<file path="config.mk">
export PLATFORM = sky130hd
export DESIGN_NAME = serial_subtractor_flat
export DESIGN_NICKNAME = d
export VERILOG_FILES = /design/src/rtl/serial_subtractor_if.sv /design/src/rtl/serial_subtractor.sv /design/src/flat_wrapper.sv
export SDC_FILE = /design/constraint.sdc
export NUM_CORES = 1
export LEC_CHECK = 0
export ABC_AREA = 1
export BUFFER_PORTS_ARGS = -buffer_cell sky130_fd_sc_hd__buf_2
export CAP_MARGIN = 20
export CORE_ASPECT_RATIO = 0.75
export CORE_MARGIN = 2
export CORE_UTILIZATION = 49
export DETAILED_ROUTE_END_ITERATION = 8
export GPL_ROUTABILITY_DRIVEN = 1
export HOLD_SLACK_MARGIN = 0.15
export PLACE_DENSITY = 0.79
export SLEW_MARGIN = 15
export SYNTH_ARGS = -nofsm -noshare
export SYNTH_HDL_FRONTEND = slang
export SYNTH_SLANG_ARGS = --single-unit
export TNS_END_PERCENT = 20
</file>
<file path="constraint.sdc">
create_clock -name clk -period 1.15 [get_ports clk]
set_input_delay 0.23 -clock clk [delete_from_list [all_inputs] [get_ports clk]]
set_output_delay 0.23 -clock clk [all_outputs]
set_load 0.01 [all_outputs]
</file>
<file path="src/rtl/serial_subtractor_if.sv">
// serial_subtractor_if: operand (a/b) and result (diff/borrow) valid-ready bundle.
// master drives in_valid/a/b/out_ready; slave returns in_ready/out_valid/diff/borrow.
interface serial_subtractor_if #(
  parameter int WIDTH = 8
);
  logic             in_valid;
  logic             in_ready;
  logic [WIDTH-1:0] a;
  logic [WIDTH-1:0] b;
  logic             out_valid;
  logic             out_ready;
  logic [WIDTH-1:0] diff;
  logic             borrow;

  modport master (
    output in_valid,
    output a,
    output b,
    output out_ready,
    input  in_ready,
    input  out_valid,
    input  diff,
    input  borrow
  );

  modport slave (
    input  in_valid,
    input  a,
    input  b,
    input  out_ready,
    output in_ready,
    output out_valid,
    output diff,
    output borrow
  );
endinterface

</file>
<file path="src/rtl/serial_subtractor.sv">
// serial_subtractor: bit-serial a-b, LSB first; ports clk, rst_n (async low), bus (slave).
// SERSUB_ABSDIFF_EN adds a FIX cycle so diff=|a-b|; borrow still flags a<b.
module serial_subtractor #(
  parameter int WIDTH = 8
) (
  input logic               clk,
  input logic               rst_n,
  serial_subtractor_if.slave bus
);

  localparam int CW = $clog2(WIDTH);

`ifdef SERSUB_ABSDIFF_EN
  typedef enum logic [1:0] {
    IDLE, RUN, FIX, DONE
  } state_t;
`else
  typedef enum logic [1:0] {
    IDLE, RUN, DONE
  } state_t;
`endif

  state_t           state;
  state_t           state_n;
  logic             up_q;
  logic [WIDTH-1:0] a_q;
  logic [WIDTH-1:0] b_q;
  logic [WIDTH-1:0] r_q;
  logic [CW-1:0]    cnt;
  logic             bi;
  logic             bo_q;
  logic             ov_q;
  logic             x;
  logic             y;
  logic             d;
  logic             bi_n;
  logic             acc;
  logic             last;

  // up_q keeps in_ready low until the first edge after reset
  assign bus.in_ready  = up_q & (state == IDLE);
  assign bus.out_valid = ov_q;
  assign bus.diff      = r_q;
  assign bus.borrow    = bo_q;

  assign acc  = bus.in_valid & bus.in_ready;
  assign last = (cnt == CW'(WIDTH - 1));
  assign x    = a_q[0];
  assign y    = b_q[0];
  assign d    = x ^ y ^ bi;
  assign bi_n = (~x & y) | (~(x ^ y) & bi);

  always_ff @(posedge clk or negedge rst_n) begin
    if (!rst_n) state <= IDLE;
    else        state <= state_n;
  end

  always_comb begin
    state_n = state;
    unique case (state)
      IDLE: if (acc) state_n = RUN;
`ifdef SERSUB_ABSDIFF_EN
      RUN:  if (last) state_n = FIX;
      FIX:  state_n = DONE;
`else
      RUN:  if (last) state_n = DONE;
`endif
      DONE: if (bus.out_ready) state_n = IDLE;
      default: state_n = IDLE;
    endcase
  end

  always_ff @(posedge clk or negedge rst_n) begin
    if (!rst_n) begin
      up_q <= 1'b0;
      a_q  <= '0;
      b_q  <= '0;
      r_q  <= '0;
      cnt  <= '0;
      bi   <= 1'b0;
      bo_q <= 1'b0;
      ov_q <= 1'b0;
    end else begin
      up_q <= 1'b1;
      ov_q <= (state_n == DONE);
      if (acc) begin
        a_q <= bus.a;
        b_q <= bus.b;
        cnt <= '0;
        bi  <= 1'b0;
      end else if (state == RUN) begin
        a_q <= a_q >> 1;
        b_q <= b_q >> 1;
        r_q <= {d, r_q[WIDTH-1:1]};
        bi  <= bi_n;
        cnt <= cnt + CW'(1);
        if (last) bo_q <= bi_n;
      end
`ifdef SERSUB_ABSDIFF_EN
      else if (state == FIX && bo_q) begin
        r_q <= ~r_q + WIDTH'(1);
      end
`endif
    end
  end

endmodule

</file>
<file path="src/flat_wrapper.sv">
// flat-port wrapper written by rule: the top's interface ports become plain ports
module serial_subtractor_flat 
#(
  parameter int WIDTH = 8
)
  (clk, rst_n, bus_in_valid, bus_a, bus_b, bus_out_ready, bus_in_ready, bus_out_valid, bus_diff, bus_borrow);
  serial_subtractor_if #(.WIDTH(WIDTH)) bus_i ();
  input logic clk;
  input logic rst_n;
  input wire logic [$bits(bus_i.in_valid)-1:0] bus_in_valid;
  input wire logic [$bits(bus_i.a)-1:0] bus_a;
  input wire logic [$bits(bus_i.b)-1:0] bus_b;
  input wire logic [$bits(bus_i.out_ready)-1:0] bus_out_ready;
  output wire logic [$bits(bus_i.in_ready)-1:0] bus_in_ready;
  output wire logic [$bits(bus_i.out_valid)-1:0] bus_out_valid;
  output wire logic [$bits(bus_i.diff)-1:0] bus_diff;
  output wire logic [$bits(bus_i.borrow)-1:0] bus_borrow;
  assign bus_i.in_valid = bus_in_valid;
  assign bus_i.a = bus_a;
  assign bus_i.b = bus_b;
  assign bus_i.out_ready = bus_out_ready;
  assign bus_in_ready = bus_i.in_ready;
  assign bus_out_valid = bus_i.out_valid;
  assign bus_diff = bus_i.diff;
  assign bus_borrow = bus_i.borrow;
  serial_subtractor #(.WIDTH(WIDTH)) u_core (.clk(clk), .rst_n(rst_n), .bus(bus_i));
endmodule
</file>
==> flow_metrics.py, run 1 <==
metrics = {
    "floorplan": {
        "die_y_um": 54.32,
        "die_area_mm2": 0.003861,
        "core-area_mm2": 0.003266,
        "num_rows": 18,
        "io_pins": 31,
        "die_w_um": 71.09,
        "start_util": 0.5065,
    },
    "cells_and_area": {
        "drive_gt1_frac": 0.2636,
        "finish.utilization": 0.6521,
        "register_area_um2": 825.8,
        "layout_commonest_cell": "nand2_1",
        "area_growth_syn_to_layout_pct": 28.74,
        "finalNetCount": 280,
        "multiInputGateArea_um2": 674.4,
        "fill_cells": 263,
        "n_antenna_cell": 0,
        "final_cell_mix": "nand2_1 (84), dfrtp_1 (33), buf_2 (29)",
        "finalNonFillerCells": 298,
    },
    "clocking": {
        "cts_root_buf": "clkbuf_8",
        "cts.path.max_buffers": 2,
        "insertion_delay_ns": 0.29,
        "clkTransAtPathRegs_ns": 0.06,
        "cts_tree": "done",
        "clock_sinks": 33,
        "cts_buffers": 5,
        "ctsHtreeMaxLevel": 2,
    },
    "power_and_ir_drop": {
        "power_frac_comb": 0.294,
        "pwr-share-clk": 0.232,
        "power_density_mw_per_mm2": 1674,
        "internal_power_uw": 2381,
        "p_sw_uw": 1185,
        "peakVddDrop_mv": 1.024,
        "leakage_uw": 0.001218,
        "p_total_uw": 3566,
        "pwr-share-seq": 0.474,
        "swShare": 0.3322,
    },
    "grt": {
        "grt_antenna_before_repair": 0,
        "grt_pass1_wl_um": 6354,
        "overflow": 0,
        "track_usage": 0.2187,
        "grt_start_max_net_pins": 34,
        "grt_pass1_vias": 1428,
    },
    "synth": {
        "yosys-top-cells-area": "dfrtp_1 (50%), nand2_1 (20%), inv_1 (5.7%), nand4_1 (5.3%), nand3_1 (4.8%)",
        "synthCells": 208,
        "ys_warn_count": 0,
        "synth_fp_nets": 231,
        "ys_types": 21,
        "synth_area_mm2": 0.001654,
        "synth-edff-count": 0,
        "synth_seq_cells": 33,
        "synth_ff_type": "dfrtp_1",
        "synth-seq-area-share": 0.4992,
        "async_reset_ff_frac": 1.000,
        "postSynthAreaPerCell_um2": 7.952,
        "yosys.area.top_type_share": 0.4992,
        "yosys.area.top_type": "dfrtp_1",
    },
    "place": {
        "place_congestion": 0.8188,
        "place_inst": 283,
        "dp.final_hpwl_um": 2502,
        "portBuffers": 30,
    },
    "timing": {
        "worst_slack_ns": -0.1304,
        "fin_crit_ns": 1.280,
        "finalSetupViolations": 21,
        "whs_ns": 0.1749,
        "maxSlewViolCount": 0,
        "fmax_ghz": 0.7810,
        "rsz0062_at_grt": "yes",
        "setup_tns_ns": -1.018,
        "finalClockSkew_ns": 0.006678,
        "final_hold_viol_count": 0,
        "min_period_over_period": 1.113,
    },
    "worst_hold_path": {
        "min_from": "bus_b[7]",
        "min-delay-path-class": "in2reg",
    },
    "worst_setup_path": {
        "required_ns": 0.92,
        "cp-end-kind": "output port",
        "startpoint_type": "flip-flop",
        "rr_startpoint": "u_core.state[1]",
        "worstPathArrival_ns": 1.05,
        "crit_type": "reg2out",
        "startpoint": "u_core.state[1]",
        "cp_max_fo": 3,
    },
    "status": {
        "violations": "negative setup slack",
        "status": "finished with violations",
    },
    "route": {
        "drc_errors": 0,
        "vias": 1493,
        "via_per_inst": 5.010,
        "drt-initial-drc-count": 159,
        "drtPass1Iterations": 4,
        "ant_nets": 0,
        "wl_per_cell_um": 12.12,
        "drt-total-wl_um": 3611,
    },
    "run": {
        "maxCapViolations": 0,
    },
}
## sequential cells by signal, summed over array words and instances, names as in the netlist
register              count
u_core.bus.diff           8
u_core.bi                 1
u_core.b_q                8
u_core.state              2
u_core.bus.out_valid      1
u_core.up_q               1
u_core.bus.borrow         1
u_core.a_q                8
u_core.cnt                3
## final timing paths
path	endpoint	slack (ns)	cells after the start
max	bus_in_ready	-0.13	4
min reg2reg	u_core.bus.diff[0]	0.49	2
max reg2reg	u_core.b_q[7]	-0.08	7
min in group asynchronous	u_core.bus.diff[4]	0.44	3
max in group asynchronous	u_core.a_q[0]	0.54	3
min	u_core.b_q[7]	0.17	3
## power groups by stage
stage	registers, uW	clock network [uW]	logic [uW]
final	1690	828	1050
after global routing	1730	898	1210
after CTS	1680	845	1050
after detailed placement	1690	0	987
after global placement	1690	0	940
after floorplan	1730	0	564
## what timing repair did
| action | 4_1_cts | 5_1_grt |
|---|---|---|
| endpoints found under the hold margin | 35 | 0 |
| setup buffers | 4 | 0 |
| pin swaps | 3 | 3 |
| endpoints found under the setup margin | 23 | 31 |
| resized for setup | 8 | 5 |
| hold buffers | 3 | 0 |
## logic make-up after synthesis
| logic type | count (synthesis) | share of synthesized area |
|---|---|---|
| buffers and inverters | 39 | 0.1051 |
| other | 1 | 0.002267 |
| and+or+nand+nor | 120 | 0.3230 |
| AOI/OAI and AO/OA | 11 | 0.03782 |
| xor gates and xnor gates | 1 | 0.005296 |
| DFF | 33 | 0.4992 |
| adders and majority gates | 3 | 0.02723 |
## cell type report
class,instances,area share
Clock inverter,2,0.004700
Clock buffer,6,0.03408
Multi-Input combinational cell,136,0.3167
Sequential cell,33,0.3878
Tap cell,40,0.02350
Inverter,26,0.04583
Timing Repair Buffer,55,0.1874
## cells in the mapped netlist, types with 2 or more instances
master   number
nand2_1      86
nand3_1      16
inv_1        25
buf_4         3
o21ai_0       8
ha_1          2
o31ai_1       3
dfrtp_1      33
nor2_4        2
nand4_1      14
buf_2         6
## per-stage QoR
stage	cell area [um2]	setup slack, ns
after floorplan	1660	0.0007204
after global placement	1938	0.00008094
after detailed placement	1938	-0.04049
after CTS	2113	-0.1081
after global routing	2130	-0.1924
final	2130	-0.1304
## critical path, cell delays in order (launching register included)
cell,delay (ns)
dfrtp_1,0.42
nor2_4,0.13
nand2_1,0.06
inv_1,0.07
buf_6,0.10
## layer usage
layer | track usage | share of wire
met1 | 0.2986 | 0.48
met2 | 0.3505 | 0.44
met3 | 0.05157 | 0.066
met4 | 0.07547 | 0.0080
met5 | 0 | 0
No activity file was read; power rests on OpenSTA's default activity.
==> run 2, diff against run 1 <==
--- a/config.mk
+++ b/config.mk
@@ -6,7 +6,7 @@
 export NUM_CORES = 1
 export LEC_CHECK = 0
 export ABC_AREA = 1
-export BUFFER_PORTS_ARGS = -buffer_cell sky130_fd_sc_hd__buf_2
+export BUFFER_PORTS_ARGS = -buffer_cell sky130_fd_sc_hd__buf_4
 export CAP_MARGIN = 20
 export CORE_ASPECT_RATIO = 0.75
 export CORE_MARGIN = 2
@@ -14,7 +14,7 @@
 export DETAILED_ROUTE_END_ITERATION = 8
 export GPL_ROUTABILITY_DRIVEN = 1
 export HOLD_SLACK_MARGIN = 0.15
-export PLACE_DENSITY = 0.79
+export PLACE_DENSITY = 0.74
 export SLEW_MARGIN = 15
 export SYNTH_ARGS = -nofsm -noshare
 export SYNTH_HDL_FRONTEND = slang
==> flow_metrics.py, run 2 (synthesized netlist as in run 1, its figures left out) <==
metrics = {
    "place": {
        "placed_area_mm2": 0.002038,
        "place_congestion": 0.8147,
        "dp.final_hpwl_um": 2415,
        "portBuffers": 30,
    },
    "timing": {
        "worst_slack_ns": -0.2079,
        "rsz0062_at_grt": "yes",
        "maxSlewViolCount": 0,
        "final_hold_viol_count": 0,
        "finalClockSkew_ns": 0.009661,
        "finalSetupViolations": 22,
        "min_period_over_period": 1.181,
        "fmax_ghz": 0.7364,
        "fin_crit_ns": 1.358,
    },
    "route": {
        "wl_per_cell_um": 11.94,
        "drtPass1Iterations": 4,
        "ant_nets": 0,
        "drt-initial-drc-count": 119,
        "vias": 1494,
        "via_per_inst": 5.013,
        "drt-total-wl_um": 3558,
        "drc_errors": 0,
    },
    "clocking": {
        "cts_root_buf": "clkbuf_8",
        "cts.path.max_buffers": 2,
        "cts_tree": "done",
        "cts_buffers": 5,
        "ctsHtreeMaxLevel": 2,
        "insertion_delay_ns": 0.29,
        "clkTransAtPathRegs_ns": 0.06,
        "clock_sinks": 33,
    },
    "floorplan": {
        "core-area_mm2": 0.003266,
        "die_w_um": 71.09,
        "die_y_um": 54.32,
        "die_area_mm2": 0.003861,
        "start_util": 0.5065,
        "num_rows": 18,
        "io_pins": 31,
    },
    "status": {
        "status": "finished with violations",
        "violations": "negative setup slack",
    },
    "cells_and_area": {
        "finalNetCount": 281,
        "area_growth_syn_to_layout_pct": 36.84,
        "n_antenna_cell": 0,
        "final_cell_mix": "nand2_1 (79), buf_4 (40), dfrtp_1 (33)",
        "fill_cells": 264,
        "post-route-cell-area_mm2": 0.002263,
        "layout_commonest_cell": "nand2_1",
        "finish.utilization": 0.6931,
        "drive_gt1_frac": 0.2907,
    },
    "grt": {
        "track_usage": 0.2131,
        "grt_start_max_net_pins": 34,
        "use_met2": 0.3567,
        "grt_use_met1": 0.2703,
        "grt_antenna_before_repair": 0,
        "met3_usage": 0.05525,
        "overflow": 0,
        "grt_pass1_vias": 1395,
        "grt_pass1_wl_um": 6203,
        "top_usage_layer": "met2",
    },
    "worst_hold_path": {
        "hold_depth": 2,
        "min_from": "bus_out_ready",
        "min-delay-path-class": "in2reg",
    },
    "worst_setup_path": {
        "crit_slowest_cell": "dfrtp_1",
        "reg2regPathDepth": 7,
        "cp_max_fo": 2,
        "cp_num_buf_inv": 3,
        "crit_type": "reg2out",
        "required_ns": 0.92,
        "startpoint_type": "flip-flop",
        "cp-end-kind": "output port",
        "path_cells": "nor2_4, buf_12, nand2_4, inv_2, buf_6",
        "slowest_delay_ns": 0.41,
        "rr_startpoint": "u_core.state[0]",
        "startpoint": "u_core.state[0]",
        "worstPathArrival_ns": 1.13,
        "path_depth": 5,
        "critical_path.top_delay_family": "flip-flops",
    },
    "run": {
        "maxCapViolations": 0,
    },
    "power_and_ir_drop": {
        "leakage_uw": 0.001260,
        "peakVddDrop_mv": 0.8923,
        "power_density_mw_per_mm2": 1665,
    },
}
run 2: worst paths after layout:
kind / end / slack [ns]
min in group asynchronous: u_core.bus.diff[0] / 0.43
max in group asynchronous: u_core.a_q[3] / 0.41
hold reg to reg: u_core.bus.diff[0] / 0.49
setup / recovery: bus_in_ready / -0.21
hold / removal: u_core.bus.out_valid / 0.16
setup reg to reg: u_core.b_q[0] / -0.16
run 2: worst register-to-register path: stages (launching register included):
cell and delay, ns:
dfrtp_1 0.41, nor2_4 0.16, buf_4 0.13, buf_6 0.09
nand3_4 0.10, buf_12 0.18, nand3_1 0.07, nand2_1 0.05
run 2: what timing repair did:
| item | CTS | global route |
|---|---|---|
| hold buffers | 3 | 0 |
| gates resized for setup | 8 | 19 |
| endpoints found under the hold margin | 35 | 0 |
| buffers inserted | 3 | 2 |
| gates cloned | 0 | 1 |
| pin swaps | 1 | 4 |
| endpoints found under the setup margin | 6 | 31 |
run 2: through the flow:
step	hold slack, ns	TNS [ns]	total power [uW]	instances	setup slack [ns]
6_report	0.1588	-2.915	3769	298	-0.2079
3_5_place_dp	0.1975	-0.003955	2818	283	-0.003955
3_3_place_gp	0.1943	0	2782	283	0.004811
4_1_cts	0.1555	-0.5007	3740	296	-0.1972
2_1_floorplan	-0.06559	0	2295	208	0.0007204
5_1_grt	0.1544	-4.744	4044	298	-0.2710
run 2: cell type report:
class,instances,area (um2),area share
Timing Repair Buffer,56,511.7,0.2261
Inverter,26,100.1,0.04422
Clock buffer,7,86.33,0.03814
Multi-Input combinational cell,136,689.4,0.3046
Tap cell,40,50.05,0.02211
Sequential cell,33,825.8,0.3648
run 2: routing by layer:
metal	routed length, um	part of all wire
met2	1611	0.45
met5	0	0
met1	1651	0.46
met3	213	0.060
met4	82	0.023
run 2: report_power, final:
| group | internal, uW | total, uW | switching [uW] |
|---|---|---|---|
| sequential | 1490 | 1690 | 207 |
| combinational | 609 | 1200 | 588 |
| clock | 474 | 878 | 404 |
